===== src/rtl/router_pkg.sv =====
// Shared router constants: flit field map, port indices and default flit width.
package router_pkg;

  localparam int unsigned FLIT_W_DEF   = 32;

  // Flit field positions
  localparam int unsigned GOLDEN_BIT   = 0;
  localparam int unsigned EJECT_BIT    = 1;
  localparam int unsigned IN_PORT_LSB  = 2;
  localparam int unsigned OUT_PORT_LSB = 4;
  localparam int unsigned SRC_LSB      = 7;
  localparam int unsigned DST_LSB      = 11;
  localparam int unsigned SEQ_LSB      = 15;

  // Link channel indices
  localparam int unsigned PORT_N       = 0;
  localparam int unsigned PORT_E       = 1;
  localparam int unsigned PORT_S       = 2;
  localparam int unsigned PORT_W       = 3;
  localparam int unsigned PORT_LOCAL   = 4;

endpackage


===== src/rtl/inject_queue_engine_inj_fifo.sv =====
// Local-core injection FIFO: synchronous, power-of-2 depth, no bypass.
module inj_fifo #(
  parameter int unsigned FLIT_W = 32,
  parameter int unsigned QDEPTH = 4
) (
  input  logic                        clk,
  input  logic                        rst_n,
  input  logic                        push,
  input  logic [FLIT_W-1:0]           push_data,
  input  logic                        pop,
  output logic [FLIT_W-1:0]           head,
  output logic                        full,
  output logic                        empty,
  output logic [$clog2(QDEPTH):0]     count
);

  localparam int unsigned AW = $clog2(QDEPTH);
  localparam int unsigned CW = AW + 1;

  logic [FLIT_W-1:0] mem [QDEPTH];
  logic [AW-1:0]     wr_ptr;
  logic [AW-1:0]     rd_ptr;
  logic              do_push;
  logic              do_pop;

  assign full    = (count == CW'(QDEPTH));
  assign empty   = (count == '0);
  assign do_push = push & ~full;
  assign do_pop  = pop & ~empty;
  assign head    = mem[rd_ptr];

  // Storage write; contents need no reset since count gates visibility.
  always_ff @(posedge clk) begin
    if (do_push) begin
      mem[wr_ptr] <= push_data;
    end
  end

  // Pointers wrap naturally at the power-of-2 depth; count tracks fill level.
  always_ff @(posedge clk) begin
    if (!rst_n) begin
      wr_ptr <= '0;
      rd_ptr <= '0;
      count  <= '0;
    end else begin
      if (do_push) wr_ptr <= wr_ptr + AW'(1);
      if (do_pop)  rd_ptr <= rd_ptr + AW'(1);
      case ({do_push, do_pop})
        2'b10:   count <= count + CW'(1);
        2'b01:   count <= count - CW'(1);
        default: count <= count;
      endcase
    end
  end

endmodule


===== src/rtl/inject_queue_engine.sv =====
// Injection stage: places the queued local head flit into a slot vacated by ejection.
module inject_queue_engine
  import router_pkg::*;
#(
  parameter int unsigned FLIT_W       = FLIT_W_DEF,
  parameter int unsigned NUM_PORTS    = 4,
  parameter int unsigned QDEPTH       = 4,
  parameter int unsigned STARVE_LIMIT = 8
) (
  input  logic                          clk,
  input  logic                          rst_n,
  input  logic [NUM_PORTS*FLIT_W-1:0]   in_flits,
  input  logic [NUM_PORTS-1:0]          in_valid,
  output logic [NUM_PORTS*FLIT_W-1:0]   out_flits,
  output logic [NUM_PORTS-1:0]          out_valid,
  input  logic [FLIT_W-1:0]             inj_data,
  input  logic                          inj_valid,
  output logic                          inj_ready,
  output logic                          inj_grant,
  output logic [$clog2(NUM_PORTS)-1:0]  inj_port,
  output logic [$clog2(QDEPTH):0]       occupancy,
  output logic                          starve
);

  localparam int unsigned PW = $clog2(NUM_PORTS);
  localparam int unsigned SW = $clog2(STARVE_LIMIT + 1);

  logic [FLIT_W-1:0]           head;
  logic [FLIT_W-1:0]           head_clr;
  logic                        full;
  logic                        empty;
  logic [NUM_PORTS-1:0]        free_c;
  logic                        any_free;
  logic                        inject;
  logic                        found;
  int unsigned                 scan_idx;
  logic [PW-1:0]               sel;
  logic [PW-1:0]               rr_ptr;
  logic [SW-1:0]               starve_cnt;
  logic [NUM_PORTS*FLIT_W-1:0] nxt_flits;
  logic [NUM_PORTS-1:0]        nxt_valid;

  inj_fifo #(
    .FLIT_W (FLIT_W),
    .QDEPTH (QDEPTH)
  ) u_fifo (
    .clk       (clk),
    .rst_n     (rst_n),
    .push      (inj_valid),
    .push_data (inj_data),
    .pop       (inject),
    .head      (head),
    .full      (full),
    .empty     (empty),
    .count     (occupancy)
  );

  assign inj_ready = rst_n & ~full;
  assign any_free  = |free_c;
  assign inject    = ~empty & any_free;
  assign starve    = (starve_cnt == SW'(STARVE_LIMIT));

  // Injected copy has the ejected flag cleared; golden and sequence bits untouched.
  always_comb begin
    head_clr            = head;
    head_clr[EJECT_BIT] = 1'b0;
  end

  // Round-robin pick: first free slot scanning upward from rr_ptr.
  always_comb begin
    sel      = '0;
    found    = 1'b0;
    scan_idx = 0;
    for (int unsigned i = 0; i < NUM_PORTS; i++) begin
      scan_idx = (32'(rr_ptr) + i) % NUM_PORTS;
      if (!found && free_c[PW'(scan_idx)]) begin
        found = 1'b1;
        sel   = PW'(scan_idx);
      end
    end
  end

  for (genvar p = 0; p < NUM_PORTS; p++) begin : g_slot
    assign free_c[p] = ~in_valid[p] | in_flits[p*FLIT_W + EJECT_BIT];
    assign nxt_flits[p*FLIT_W +: FLIT_W] =
      (inject && sel == PW'(p)) ? head_clr :
      (free_c[p]                ? {FLIT_W{1'b0}} : in_flits[p*FLIT_W +: FLIT_W]);
    assign nxt_valid[p] = (inject && sel == PW'(p)) | ~free_c[p];
  end

  // Output registers, grant/port tracking, round-robin pointer and starvation counter.
  always_ff @(posedge clk) begin
    if (!rst_n) begin
      out_flits  <= '0;
      out_valid  <= '0;
      inj_grant  <= 1'b0;
      inj_port   <= '0;
      rr_ptr     <= '0;
      starve_cnt <= '0;
    end else begin
      out_flits <= nxt_flits;
      out_valid <= nxt_valid;
      inj_grant <= inject;
      if (inject) begin
        inj_port <= sel;
        rr_ptr   <= (sel == PW'(NUM_PORTS - 1)) ? '0 : sel + PW'(1);
      end
      if (empty || inject) begin
        starve_cnt <= '0;
      end else if (!any_free && starve_cnt != SW'(STARVE_LIMIT)) begin
        starve_cnt <= starve_cnt + SW'(1);
      end
    end
  end

endmodule

===== config.mk =====
export PLATFORM = sky130hd
export DESIGN_NAME = inject_queue_engine
export DESIGN_NICKNAME = d
export VERILOG_FILES = /design/src/rtl/router_pkg.sv /design/src/rtl/inject_queue_engine_inj_fifo.sv /design/src/rtl/inject_queue_engine.sv
export SDC_FILE = /design/constraint.sdc
export NUM_CORES = 1
export LEC_CHECK = 0
export ABC_AREA = 1
export CAP_MARGIN = 20
export CORE_MARGIN = 5
export CORE_UTILIZATION = 40
export DETAILED_ROUTE_END_ITERATION = 8
export PLACE_DENSITY_LB_ADDON = 0.12
export SLEW_MARGIN = 20
export SYNTH_ARGS = -nofsm -noshare
export SYNTH_HDL_FRONTEND = slang
export SYNTH_SLANG_ARGS = --single-unit

===== constraint.sdc =====
create_clock -name clk -period 2.85 [get_ports clk]
set_input_delay 0.855 -clock clk [delete_from_list [all_inputs] [get_ports clk]]
set_output_delay 0.855 -clock clk [all_outputs]
set_load 0.005 [all_outputs]

==> metrics.txt <==
status complete, no violations; DIE AREA 29600 sq um; post-synth top area cell edfxtp_1; largest net degree at the start of global routing between 60 and 70; Fillers 2196; Worst EP arrival 1.89 ns; P_sw roughly 5.5 mW; Max Slew Vio Count 0; top cell type's share of synthesized area 0.355; Via density 4.86; Setup crit end kind output port; cells taking the most area after synthesis edfxtp_1 36%, dfxtp_1 29%, nand2_1 8.9%, nor2_1 4.9%, o21ai_0 4.2%; final antenna-violating net count 0; Placement Setup Slack -0.417 ns; die width around 170 um; combinational power share 0.422; Pleak 5.79 nW; Sw Share 0.359; fraction of layout cells with a size suffix above 1 0.104; syn_area_per_cell 10.2 sq um; Synth Area in Simple Gates 0.167; total CTS buffers 30; FP Rows 59; commonest non-fill, non-tap cell in the layout clkdlybuf4s50_1; synth warn 0; initial antenna violation count 4; final WL about 32 mm; area grow syn2layout 46.7%; Core Box Area approximately 26000 sq um; gp weighted congestion 0.835; GRT Total Usage 0.209; Post-Synth XOR/XNOR Area 0; crit path kind flop to output port; Initial Util 0.405; I/O Pins slightly above 300; Setup crit start kind flop; compound-gate portion of the synthesized area 0.125; Sequential Power Share 0.328; Chip Height 172 um; most frequent cells in the layout 304 x clkdlybuf4s50_1, 248 x nand2_1, 148 x dfxtp_1; fmax roughly 360 MHz; clk slew on worst S/H paths 0.06 ns; remaining global-route overflow 0; Final WS setup 0.102 ns; Internal 9.87 mW; CTS Buffer Depth 3; Max-cap violations 0; Design Power 15.4 mW; First-pass DRT Iterations 5; DR vias approximately 8400; combinational family with the most area after synthesis simple AND/OR/NAND/NOR gates; DP Wirelength 22.8 mm; Power Density around 1000 nW/um^2; first-pass GRT wire length 47.3 mm; post-synthesis mux area share 0; Post-Synthesis Cell Area 10500 sq um; Adder-Cell Fraction of Synth Area 0.0150; min Tclk post-route about 2.7 ns; Final period util 0.964; final hold viol count 0; Seq/Total Area, Yosys 0.642; worst-case reg-to-reg path depth 16; clock network power share 0.250; Rel. slew slack 0.536; CTS tree done; CTS Hold Buffers Added 0; vias in the first global route 8212; crit path max fanout 4; CTS root buffer clkbuf_16; Synth Instances ~1000; WHS 0.451 ns; Min-Delay Path Class flop to flop; worst skew pair latency between 0.5 and 0.6 ns; #FFs+latches synth approximately 270; drc violations 0; Worst Skew ~0.011 ns; TritonCTS Sinks 274; hold depth 1; H-tree depth 1; unrepaired setup endpoints after global routing false; Distinct cells, synth 32; I/O Buffers 305; post-DR wirelength/cell 18.7 um; number of DRC markers in iteration 0 565; fin nets 1546; VDD IR-drop max 0.000636 V; measured slew at the worst slew-check pin 0.696 ns; critical path required time ~2 ns; setup violators final 0
[flip-flops by register name, summed over array words and instances, names as in the netlist, named ones only]
name and cells:
u_fifo.rd_ptr 2, starve_cnt 4, inj_grant 1, u_fifo.wr_ptr 2
out_flits 128, u_fifo.mem 124, inj_port 2, u_fifo.count 3
rr_ptr 2, out_valid 4
[power groups by stage]
stage	registers, mW	clock network [mW]	logic, mW
6_report	5.05	3.85	6.51
5_1_grt	5.12	4.11	7.17
4_1_cts	5.05	3.94	6.39
3_5_place_dp	5.13	0	6.35
3_3_place_gp	5.12	0	6.29
2_1_floorplan	5.12	0	3.46
[layout make-up]
class                      instances  area (sq um)  area share
clock buffer                      40           870      0.0566
antenna                            1          2.50    0.000163
timing repair buffer             363          3800       0.247
tap                              335           419      0.0273
clock inverter                    15           128     0.00830
sequential                       274          6730       0.438
inverter                          43           161      0.0105
multi-input combinational        655          3270       0.213
[through the flow]
step                std cells  area [sq um]   util  setup TNS (ns)
floorplan                1030         10500      -               0
global placement         1665         14300  0.551          -35.21
detailed placement       1665         14300  0.551          -38.32
CTS                      1720         15300  0.589               0
global route             1726         15400  0.593               0
finish                   1726         15400  0.593               0
[critical path, stage by stage, from the launching register on]
cell             delay (ns)
dfxtp_1                0.34
inv_1                  0.09
ha_1                   0.15
nand3_1                0.11
inv_2                  0.11
clkdlybuf4s50_1        0.54
[path summary, 6_finish.rpt]
check / from / slack, ns / to
setup / recovery: starve_cnt[0] / 0.10 / starve
hold / removal: u_fifo.rd_ptr[1] / 0.45 / flop
setup reg to reg: rr_ptr[0] / 0.31 / out_flits[120]
hold reg to reg: u_fifo.rd_ptr[1] / 0.45 / flop
[cell families after synthesis]
group,after synthesis
other,1
buffers and inverters,101
and+or+nand+nor,420
AOI/OAI and AO/OA,219
adders and majority gates,12
DFF,274
[metal layers]
| layer | wire length (um) | vias to the layer above | track usage | share of wire |
|---|---|---|---|---|
| li1 | - | 4164 | - | - |
| met1 | 12500 | 3843 | 0.249 | 0.39 |
| met2 | 15600 | 319 | 0.366 | 0.48 |
| met3 | 3250 | 54 | 0.0670 | 0.10 |
| met4 | 821 | 6 | 0.0537 | 0.025 |
| met5 | 47 | - | 0 | 0.0015 |
[repair_timing]
item | CTS | global route
gates resized for setup | 1 | 7
setup buffers | 0 | 2
setup endpoints to repair | 1 | 23
pin swaps | 0 | 2
gates cloned | 0 | 3
[Yosys cell counts (all sizes together)]
| library cell | n |
|---|---|
| dfxtp | 150 |
| ha | 11 |
| edfxtp | 124 |
| a211oi | 1 |
| o31ai | 1 |
| nor2 | 145 |
| nand4 | 4 |
| a21oi | 44 |
| nand3 | 19 |
| fa | 1 |
| nand2 | 250 |
| o21ai | 140 |
| buf | 42 |
| conb | 1 |
| nor3 | 2 |
| a31oi | 1 |
| o21a | 1 |
| a32o | 31 |
| clkbuf | 16 |
| inv | 43 |
(Power assumes the default switching activity.)
